**config.mk**
```make
export PLATFORM = sky130hd
export DESIGN_NAME = csr_trap_ctrl
export DESIGN_NICKNAME = d
export VERILOG_FILES = /design/src/rtl/csr_pkg.sv /design/src/rtl/csr_irq_pending.sv /design/src/rtl/csr_trap_ctrl.sv
export SDC_FILE = /design/constraint.sdc
export NUM_CORES = 1
export LEC_CHECK = 0
export BUFFER_PORTS_ARGS = -buffer_cell sky130_fd_sc_hd__buf_2
export CORE_ASPECT_RATIO = 0.6
export CORE_MARGIN = 5
export CORE_UTILIZATION = 51
export CTS_BUF_LIST = sky130_fd_sc_hd__clkbuf_8
export DETAILED_ROUTE_END_ITERATION = 6
export PLACE_DENSITY_LB_ADDON = 0.25
export SLEW_MARGIN = 20
export SYNTH_ARGS = -nofsm -noshare
export SYNTH_HDL_FRONTEND = slang
export SYNTH_SLANG_ARGS = --single-unit
```
**constraint.sdc**
```tcl
create_clock -name clk -period 3.3 [get_ports clk]
set_input_delay 0.165 -clock clk [delete_from_list [all_inputs] [get_ports clk]]
set_output_delay 0.165 -clock clk [all_outputs]
set_load 0.02 [all_outputs]
```
**src/rtl/csr_pkg.sv**
```systemverilog
// Shared CSR addresses, cause codes, funct3 op encodings and trap FSM states.
// Pure definitions: no latency or backpressure of its own.
package csr_pkg;

  localparam logic [11:0] CSR_MSTATUS   = 12'h300;
  localparam logic [11:0] CSR_MIE       = 12'h304;
  localparam logic [11:0] CSR_MTVEC     = 12'h305;
  localparam logic [11:0] CSR_MEPC      = 12'h341;
  localparam logic [11:0] CSR_MCAUSE    = 12'h342;
  localparam logic [11:0] CSR_MTVAL     = 12'h343;
  localparam logic [11:0] CSR_MIP       = 12'h344;
  localparam logic [11:0] CSR_MCYCLE    = 12'hB00;
  localparam logic [11:0] CSR_MINSTRET  = 12'hB02;
  localparam logic [11:0] CSR_MCYCLEH   = 12'hB80;
  localparam logic [11:0] CSR_MINSTRETH = 12'hB82;
  localparam logic [11:0] CSR_CYCLE     = 12'hC00;
  localparam logic [11:0] CSR_INSTRET   = 12'hC02;
  localparam logic [11:0] CSR_CYCLEH    = 12'hC80;
  localparam logic [11:0] CSR_INSTRETH  = 12'hC82;

  localparam logic [4:0] CAUSE_ILLEGAL   = 5'd2;
  localparam logic [4:0] CAUSE_ECALL_M   = 5'd11;
  localparam logic [4:0] LOCAL_IRQ_BASE  = 5'd16;

  localparam logic [1:0] OP_RW = 2'b01;
  localparam logic [1:0] OP_RS = 2'b10;
  localparam logic [1:0] OP_RC = 2'b11;

  typedef enum logic [1:0] {
    ST_RUN    = 2'd0,
    ST_ENTER  = 2'd1,
    ST_RETURN = 2'd2
  } trap_state_e;

  function automatic logic [31:0] csr_wdata(input logic [1:0]  op,
                                            input logic [31:0] old_val,
                                            input logic [31:0] src);
    case (op)
      OP_RS:   return old_val | src;
      OP_RC:   return old_val & ~src;
      default: return src;
    endcase
  endfunction

endpackage

```
**src/rtl/csr_irq_pending.sv**
```systemverilog
// Local interrupt front end: 2-flop sync, then level pass-through or edge latch per line.
// irq_in visible on mip after 2 edges; no backpressure, edge pendings hold until cleared.
module csr_irq_pending #(
  parameter int          NUM_IRQ  = 4,
  parameter logic [15:0] IRQ_EDGE = 16'h0000
) (
  input  logic               clk,
  input  logic               rst_n,
  input  logic [NUM_IRQ-1:0] irq_in,
  input  logic               clr_vld,
  input  logic [NUM_IRQ-1:0] clr_dat,
  output logic [NUM_IRQ-1:0] mip
);

  logic [NUM_IRQ-1:0] sync1_q, sync1_d;
  logic [NUM_IRQ-1:0] sync2_q, sync2_d;
  logic [NUM_IRQ-1:0] prev_q,  prev_d;
  logic [NUM_IRQ-1:0] pend_q,  pend_d;
  logic [NUM_IRQ-1:0] rise;

  always_comb begin
    sync1_d = irq_in;
    sync2_d = sync1_q;
    prev_d  = sync2_q;
    rise    = sync2_q & ~prev_q;
    pend_d  = '0;
    mip     = '0;
    for (int i = 0; i < NUM_IRQ; i++) begin
      if (IRQ_EDGE[i]) begin
        // The rising edge is shown immediately so edge lines match level latency.
        mip[i]    = pend_q[i] | rise[i];
        pend_d[i] = rise[i] | (pend_q[i] & ~(clr_vld & ~clr_dat[i]));
      end else begin
        mip[i]    = sync2_q[i];
      end
    end
  end

  always_ff @(posedge clk or negedge rst_n) begin
    if (!rst_n) begin
      sync1_q <= '0;
      sync2_q <= '0;
      prev_q  <= '0;
      pend_q  <= '0;
    end else begin
      sync1_q <= sync1_d;
      sync2_q <= sync2_d;
      prev_q  <= prev_d;
      pend_q  <= pend_d;
    end
  end

endmodule

```
**src/rtl/csr_trap_ctrl.sv**
```systemverilog
// Machine-mode trap controller: CSR file, interrupt/exception arbitration, registered redirect at T+1.
// Reads are combinational, writes land next edge; no backpressure. CSR_COUNTERS_EN adds mcycle/minstret.
module csr_trap_ctrl
  import csr_pkg::*;
#(
  parameter int          XLEN        = 32,
  parameter int          NUM_IRQ     = 4,
  parameter logic [15:0] IRQ_EDGE    = 16'h0000,
  parameter logic [31:0] MTVEC_RESET = 32'h0000_0000
) (
  input  logic               clk,
  input  logic               rst_n,
  input  logic               csr_we_ex,
  input  logic [11:0]        csr_ofs_ex,
  input  logic [2:0]         csr_op2_ex,
  input  logic [4:0]         csr_uimm_ex,
  input  logic [XLEN-1:0]    rs1_sel,
  output logic [XLEN-1:0]    csr_rd_data,
  input  logic [NUM_IRQ-1:0] irq_in,
  input  logic               take_ok,
  input  logic               exc_req_ex,
  input  logic [4:0]         exc_cause_ex,
  input  logic [XLEN-1:0]    exc_tval_ex,
  input  logic [29:0]        pc_excep,
  input  logic               cmd_mret_ex,
  input  logic               retire_ex,
  output logic               redirect,
  output logic [29:0]        redirect_pc,
  output logic               irq_pending
);

  trap_state_e        state_q, state_d;
  logic               st_mie_q, st_mie_d;
  logic               st_mpie_q, st_mpie_d;
  logic [NUM_IRQ-1:0] mie_en_q, mie_en_d;
  logic [31:0]        mtvec_q, mtvec_d;
  logic [29:0]        mepc_q, mepc_d;
  logic [31:0]        mcause_q, mcause_d;
  logic [31:0]        mtval_q, mtval_d;
  logic               redirect_q, redirect_d;
  logic [29:0]        redirect_pc_q, redirect_pc_d;

  logic [NUM_IRQ-1:0] mip;
  logic [31:0]        mstatus_rd, mie_rd, mip_rd, csr_old, src, wdata;
  logic [NUM_IRQ-1:0] irq_mask;
  logic [4:0]         irq_idx, trap_code;
  logic               in_run, exc_take, irq_take, trap_take, mret_take, wr_take, mip_clr_vld;

`ifdef CSR_COUNTERS_EN
  logic [63:0] mcycle_q, mcycle_d;
  logic [63:0] minstret_q, minstret_d;
`endif

  csr_irq_pending #(
    .NUM_IRQ  (NUM_IRQ),
    .IRQ_EDGE (IRQ_EDGE)
  ) u_irq_pending (
    .clk     (clk),
    .rst_n   (rst_n),
    .irq_in  (irq_in),
    .clr_vld (mip_clr_vld),
    .clr_dat (wdata[LOCAL_IRQ_BASE +: NUM_IRQ]),
    .mip     (mip)
  );

  // MPP is hardwired to machine mode.
  assign mstatus_rd = {19'b0, 2'b11, 3'b0, st_mpie_q, 3'b0, st_mie_q, 3'b0};

  always_comb begin
    mie_rd = '0;
    mip_rd = '0;
    for (int i = 0; i < NUM_IRQ; i++) begin
      mie_rd[16+i] = mie_en_q[i];
      mip_rd[16+i] = mip[i];
    end
    csr_old = '0;
    case (csr_ofs_ex)
      CSR_MSTATUS: csr_old = mstatus_rd;
      CSR_MIE:     csr_old = mie_rd;
      CSR_MIP:     csr_old = mip_rd;
      CSR_MTVEC:   csr_old = mtvec_q;
      CSR_MEPC:    csr_old = {mepc_q, 2'b00};
      CSR_MCAUSE:  csr_old = mcause_q;
      CSR_MTVAL:   csr_old = mtval_q;
`ifdef CSR_COUNTERS_EN
      CSR_MCYCLE,    CSR_CYCLE:    csr_old = mcycle_q[31:0];
      CSR_MCYCLEH,   CSR_CYCLEH:   csr_old = mcycle_q[63:32];
      CSR_MINSTRET,  CSR_INSTRET:  csr_old = minstret_q[31:0];
      CSR_MINSTRETH, CSR_INSTRETH: csr_old = minstret_q[63:32];
`endif
      default:     csr_old = '0;
    endcase
  end

  assign csr_rd_data = csr_old;

  always_comb begin
    in_run   = (state_q == ST_RUN);
    src      = csr_op2_ex[2] ? {27'b0, csr_uimm_ex} : rs1_sel;
    wdata    = csr_wdata(csr_op2_ex[1:0], csr_old, src);
    irq_mask = mie_en_q & mip;
    irq_idx  = '0;
    for (int i = NUM_IRQ - 1; i >= 0; i--) begin
      if (irq_mask[i]) irq_idx = 5'(i);
    end
    exc_take    = in_run & exc_req_ex;
    irq_take    = in_run & st_mie_q & (|irq_mask) & take_ok & ~exc_req_ex;
    trap_take   = exc_take | irq_take;
    mret_take   = in_run & cmd_mret_ex & ~trap_take;
    wr_take     = in_run & csr_we_ex & (csr_op2_ex[1:0] != 2'b00) & ~trap_take & ~mret_take;
    mip_clr_vld = wr_take & (csr_ofs_ex == CSR_MIP);
    trap_code   = exc_take ? exc_cause_ex : LOCAL_IRQ_BASE + irq_idx;
  end

  assign irq_pending = |irq_mask;

  always_comb begin
    state_d       = ST_RUN;
    st_mie_d      = st_mie_q;
    st_mpie_d     = st_mpie_q;
    mie_en_d      = mie_en_q;
    mtvec_d       = mtvec_q;
    mepc_d        = mepc_q;
    mcause_d      = mcause_q;
    mtval_d       = mtval_q;
    redirect_d    = 1'b0;
    redirect_pc_d = redirect_pc_q;

    if (wr_take) begin
      case (csr_ofs_ex)
        CSR_MSTATUS: begin
          st_mie_d  = wdata[3];
          st_mpie_d = wdata[7];
        end
        CSR_MIE:    mie_en_d = wdata[LOCAL_IRQ_BASE +: NUM_IRQ];
        CSR_MTVEC:  mtvec_d  = {wdata[31:2], wdata[1] ? 2'b00 : wdata[1:0]};
        CSR_MEPC:   mepc_d   = wdata[31:2];
        CSR_MCAUSE: mcause_d = wdata;
        CSR_MTVAL:  mtval_d  = wdata;
        default: ;
      endcase
    end

    if (trap_take) begin
      state_d    = ST_ENTER;
      mepc_d     = pc_excep;
      mcause_d   = {irq_take, 26'b0, trap_code};
      mtval_d    = exc_take ? exc_tval_ex : 32'b0;
      st_mpie_d  = st_mie_q;
      st_mie_d   = 1'b0;
      redirect_d = 1'b1;
      // Only interrupts use the vector table; exceptions always go to the base.
      redirect_pc_d = (irq_take && mtvec_q[1:0] == 2'b01) ?
                      mtvec_q[31:2] + {25'b0, trap_code} : mtvec_q[31:2];
    end else if (mret_take) begin
      state_d       = ST_RETURN;
      st_mie_d      = st_mpie_q;
      st_mpie_d     = 1'b1;
      redirect_d    = 1'b1;
      redirect_pc_d = mepc_q;
    end
  end

  always_ff @(posedge clk or negedge rst_n) begin
    if (!rst_n) begin
      state_q       <= ST_RUN;
      st_mie_q      <= 1'b0;
      st_mpie_q     <= 1'b0;
      mie_en_q      <= '0;
      mtvec_q       <= MTVEC_RESET;
      mepc_q        <= '0;
      mcause_q      <= '0;
      mtval_q       <= '0;
      redirect_q    <= 1'b0;
      redirect_pc_q <= '0;
    end else begin
      state_q       <= state_d;
      st_mie_q      <= st_mie_d;
      st_mpie_q     <= st_mpie_d;
      mie_en_q      <= mie_en_d;
      mtvec_q       <= mtvec_d;
      mepc_q        <= mepc_d;
      mcause_q      <= mcause_d;
      mtval_q       <= mtval_d;
      redirect_q    <= redirect_d;
      redirect_pc_q <= redirect_pc_d;
    end
  end

  assign redirect    = redirect_q;
  assign redirect_pc = redirect_pc_q;

`ifdef CSR_COUNTERS_EN
  always_comb begin
    mcycle_d   = mcycle_q + 64'd1;
    minstret_d = minstret_q + {63'b0, retire_ex};
    // A written half is replaced outright; the counter skips its increment that cycle.
    if (wr_take) begin
      case (csr_ofs_ex)
        CSR_MCYCLE:    mcycle_d   = {mcycle_q[63:32], wdata};
        CSR_MCYCLEH:   mcycle_d   = {wdata, mcycle_q[31:0]};
        CSR_MINSTRET:  minstret_d = {minstret_q[63:32], wdata};
        CSR_MINSTRETH: minstret_d = {wdata, minstret_q[31:0]};
        default: ;
      endcase
    end
  end

  always_ff @(posedge clk or negedge rst_n) begin
    if (!rst_n) begin
      mcycle_q   <= '0;
      minstret_q <= '0;
    end else begin
      mcycle_q   <= mcycle_d;
      minstret_q <= minstret_d;
    end
  end
`else
  logic unused_retire;
  assign unused_retire = retire_ex;
`endif

endmodule

```
---- Word-level counts from Yosys, hierarchy flattened ----
Index checks and enable logic that the tools add are counted.
storage, ports and cells
  flip-flop bits (word level) ............. 173
  bits in latches ......................... 0
  bits in writable memories ............... 0
  ROM bits ................................ 0
  input bits .............................. 130
  output and inout port bits .............. 64
  memories kept ........................... 0
operators by class
  $add $sub $neg .......................... 2
  multiply operators ...................... 0
  divide/modulo/power cells ............... 0
  order comparisons ....................... 0
  equality and inequality tests ........... 10
  shifts and indexed selects .............. 0
  multiplexer cells ....................... 34
  bitwise gates (word level) .............. 19
  reductions and logical operators ........ 17
operators by type and width
  cell                    count
  $mux W32                8
  $pmux W32 S7            1
  $mux W30                6
  $eq A12 B10 Y1 const B  7
  $pmux W32 S2            1
  $and A32 B32 Y32        1
  $not A32 Y32            1
  $or A32 B32 Y32         1
  $add A30 B5 Y30         1
  $mux W5                 4
  $reduce_and A2 Y1       6
  $reduce_bool A2 Y1      6
  $and A1 B1 Y1           11
  $mux W1                 11
  $mux W2                 3
  $reduce_bool A3 Y1      2
  $add A5 B5 Y5 const A   1
  $and A4 B4 Y4           1
  $eq A2 B2 Y1 const B    2
  $reduce_or A4 Y1        1
  $not A1 Y1              3
  $eq A2 B1 Y1 const B    1
  $logic_not A2 Y1        1
  $logic_and A1 B1 Y1     1
  $or A1 B1 Y1            1

---- Longest topological paths before layout ----
  word-level depth ........................ 13
  gate-level depth with buffers ........... 17

---- Modules after synthesis ----
Synthesis repeated with hierarchy kept, for this count alone.
second synthesis, totals
  cells, all modules ...................... 1,265
  area, all modules ....................... 11,105.7 sq um
by module, submodules not included
  module           times used  cells an instance  area an instance (sq um)  seq. area each (sq um)
  csr_trap_ctrl    1           1,257              10,905.5                  4,103.9
  csr_irq_pending  1           8                  200.2                     200.2

---- Worst setup path after synthesis ----
No wires, ideal clock.
  path type ............................... reg-to-reg
  from .................................... reg state_q[1]
  to ...................................... reg redirect_pc_q[14] (netlist: redirect_pc[14])
  library setup time ...................... 0.124 ns
  arrival ................................. 3.284 ns
  setup slack ............................. -0.108 ns
  stages on the path, launching flop included .. 18
  path buffers ............................ 4
  path through ............................ dfrtp_1 nor2_1 and2_1 clkbuf_1 clkbuf_1 a211oi_1 a21oi_1 inv_1 ha_1 inv_1 fa_1 nor2b_1 o31a_1 o21ai_1 clkbuf_1 clkbuf_1 nor3_1 o31a_1
between the ends
  word-level cells in the longest chain between the ends .. 9
  elaborated cells on any way between the ends .. 16
RTL lines
  what                                                     line                  text
  start: declaration                                       csr_trap_ctrl.sv:32   trap_state_e state_q, state_d;
  start signal: assignment                                 csr_trap_ctrl.sv:177  state_q <= state_d;
  $logic_not A2 Y1 *                                       csr_trap_ctrl.sv:98   in_run = (state_q == ST_RUN);
  branches (longest 8 deep; another with $add A30 B5 Y30)  -
  end signal: assignment                                   csr_trap_ctrl.sv:186  redirect_pc_q <= redirect_pc_d;
  end: declaration                                         csr_trap_ctrl.sv:41   logic [29:0] redirect_pc_q, redirect_pc_d;
Mark *: on every way between the ends.
A chain may end at the register's enable or synchronous reset.

---- Worst setup path after layout ----
  from .................................... reg state_q[0]
  to ...................................... reg redirect_pc_q[20] (netlist: redirect_pc[20])
Same word-level chain as after synthesis.

==> results.cfg <==
[setup_path]
required_ns = 3.70
critPathKind = reg -> reg
arrival_ns = 3.58
path_max_fanout = 20
start_kind = flop
end_kind = flop

[routing]
vias = 10860
drt-total-wl_mm = 41.05
dr.first_iter.drc_count = 1412
drc_errors = 0
via_per_inst = 6.469
ant_nets = 0
wire_per_inst_um = 24.45
dr.pass1.iters = 5

[logic_synthesis]
synth-seq-cells = 172
ys_warn_count = 0
dominantRegCellSynth = dfrtp_1
avgSynthCellArea_um2 = 8.926
seq_area_frac_synth = 0.4136
synth-edff-count = 0
netlist_area_um2 = 10410
ys_types = 72
syn-num-nets = 1302
synthCells = 1166
async_reset_ff_frac = 1.000

[timing]
slew_viol_final = 0
period_needed_ns = 3.181
slew-limit-headroom = 0.4076
hold_ws_ns = 0.04119
skew_ns = 0.01343
period_share = 0.9640
setup_viol = 0
fmax_mhz = 314.4
worstMarginPinSlew_ns = 0.8887
hold_viol_final = 0

[clock_network]
cts_root_buffer = clkbuf_8
cts_sinks = 172
tritoncts = yes
htree_levels = 4
cts_buffers = 17
clock_path_buffers = 2
clock_latency_ns = 0.48
path_clk_slew_ns = 0.09

[power_and_ir_drop]
p_switching_mw = 2.929
switching_share = 0.3947
p_per_area_nw_per_um2 = 580.1
power_frac_clock = 0.219
p_int_mw = 4.491
pwr-share-comb = 0.329
leakage_nw = 5.469
seqPwrFrac = 0.453
ir_drop_v = 0.0003773

[global_route]
overflow = 0
grt_pass1_vias = 10020
globalRouteTotalUtil = 0.3449
grt_max_degree = 93
grt_first_pass_wirelength_mm = 61.80
antenna_found_initial = 0

[layout]
final_design_area_no_fill_um2 = 12790
nets = 1529
finish.utilization = 0.6389
drive_gt1_frac = 0.2205
antenna_cells = 0
synthToLayoutAreaGrowth_pct = 22.90

[placement]
placed_cell_area_um2 = 11670
portBuffers = 192
dp_hpwl_mm = 29.25
gp_congestion = 1.019

[floorplan]
coreArea_um2 = 20020
die_width_um = 194.4
die_area_um2 = 23460
die_h_um = 120.7
fp-row-count = 40
pin_count = 194
start_util = 0.5199

[status]
status = finished clean

[run]
max_cap_viol_count = 0

[min_path]
hold_path.class = in -> reg
kinds of logic after synthesis:
kind of cell               after synthesis  share of synthesized area
AOI/OAI and AO/OA                      427                     0.2780
and+or+nand+nor                        383                     0.1919
DFF                                    172                     0.4136
buffers and inverters                  122                    0.05386
muxes                                   54                    0.05314
adders and majority gates                6                   0.007935
xor gates and xnor gates                 2                   0.001683
routing by layer:
metal | wire length [µm] | vias to the layer above | track usage
li1 | - | 4889 | -
met3 | 7059 | 50 | 0.1827
met4 | 578 | 0 | 0.07507
met1 | 17460 | 5174 | 0.5081
met2 | 15950 | 748 | 0.4413
met5 | 0 | - | 0
worst paths after layout:
path | start | to | slack [ns] | depth (start not counted)
max in group asynchronous | rst_n | mtval_q[29] | 2.07 | 3
worst max register to register | state_q[0] | redirect_pc[20] | 0.12 | 14
worst max-delay path | state_q[0] | redirect_pc[20] | 0.12 | 14
min in group asynchronous | rst_n | redirect_pc[19] | 0.30 | 2
worst min register to register | u_irq_pending.sync1_q[0] | u_irq_pending.mip[0] | 0.36 | 0
worst min-delay path | exc_tval_ex[31] | mtval_q[31] | 0.04 | 3
synth_stat cells (3+ instances only):
cell type | count | area (µm²)
and3_1 | 27 | 168.9
clkbuf_1 | 57 | 214.0
nor3_1 | 14 | 70.07
o21a_1 | 3 | 22.52
a22oi_1 | 28 | 210.2
buf_2 | 34 | 170.2
ha_1 | 5 | 62.56
dfrtp_1 | 172 | 4304
a21o_1 | 6 | 45.04
a21oi_1 | 40 | 200.2
mux2_2 | 10 | 112.6
nand2b_1 | 5 | 31.28
and2_1 | 11 | 68.82
nand4_1 | 23 | 143.9
inv_1 | 18 | 67.56
or4_1 | 19 | 142.6
mux2i_1 | 44 | 440.4
nand2_1 | 157 | 589.3
o31ai_1 | 18 | 135.1
o211ai_1 | 6 | 45.04
buf_6 | 7 | 78.83
o21ai_1 | 136 | 680.7
o221ai_1 | 8 | 70.07
o21ai_0 | 8 | 40.04
nor2_1 | 52 | 195.2
and3b_1 | 3 | 26.28
a22o_1 | 7 | 61.31
o2bb2ai_1 | 25 | 219.0
nor2b_1 | 27 | 168.9
or3_1 | 5 | 31.28
a31oi_1 | 31 | 193.9
o31a_1 | 23 | 201.4
buf_1 | 3 | 11.26
a32oi_1 | 35 | 306.5
a211oi_1 | 19 | 142.6
o311a_1 | 19 | 190.2
nand3_1 | 15 | 75.07
flip-flops by register name, summed over array words and instances, names as in the netlist:
name,flops
mcause_q,32
mepc_q,30
mie_en_q,4
mtval_q,32
mtvec_q,31
redirect,1
redirect_pc,30
st_mie_q,1
st_mpie_q,1
state_q,2
u_irq_pending.mip,4
u_irq_pending.sync1_q,4
power by group through the flow:
| stage | logic, mW | clock network (mW) | registers (mW) |
|---|---|---|---|
| finish | 2.44 | 1.62 | 3.36 |
| global route | 2.66 | 1.72 | 3.41 |
| detailed placement | 2.33 | 0 | 3.34 |
| floorplan | 1.36 | 0 | 3.25 |
| CTS | 2.41 | 1.64 | 3.30 |
| global placement | 2.28 | 0 | 3.32 |
worst max-delay path, stage by stage (launching register included):
cell	delay [ns]
dfrtp_1	0.41
nor2_1	0.08
and2_4	0.22
a211oi_2	0.27
a21oi_2	0.09
inv_1	0.08
ha_2	0.19
inv_1	0.06
fa_1	0.39
nor2b_2	0.16
o31a_1	0.22
o21ai_1	0.11
buf_12	0.17
or4_1	0.49
a31oi_1	0.17
cells in the final DEF (no fill, tap or decap), types with 19 or more instances in the layout:
cell and instances:
dlygate4sd3_1 66, nor2_1 51, inv_1 20, mux2i_1 44, buf_2 191, o31a_1 23, nor2b_1 25, o311a_1 19
a21oi_1 39, o2bb2ai_1 25, a31oi_1 31, and3_1 27, a32oi_1 35, clkbuf_8 19, buf_4 49, o21ai_1 136
nand2_1 157, a22oi_1 28, nand4_1 23, dfrtp_1 172
metrics by stage:
step / power, mW / worst slack [ns] / cells / setup TNS [ns]
floorplan: 4.610 / 0.03212 / 1166 / 0
global placement: 5.607 / 0.1621 / 1579 / 0
detailed placement: 5.670 / 0.01086 / 1579 / 0
CTS: 7.346 / 0.04005 / 1677 / 0
global route: 7.785 / -0.003407 / 1679 / -0.003407
finish: 7.420 / 0.1189 / 1679 / 0
final cells by class:
cell class	instances	area [µm²]
sequential	172	4304
clock buffer	19	261.5
tap	273	341.6
clock inverter	13	165.2
timing repair buffer	311	2076
multi-input combinational	872	5572
inverter	19	71.32
fill	1718	7228
repair_timing:
item | in CTS | in global routing
pin swaps | 0 | 1
setup endpoints to repair | 3 | 9
buffers inserted | 0 | 2
resized for setup | 1 | 4
hold endpoints to repair | 153 | 0
hold buffers | 66 | 0
Note: power is estimated with default switching activity, not from simulation.
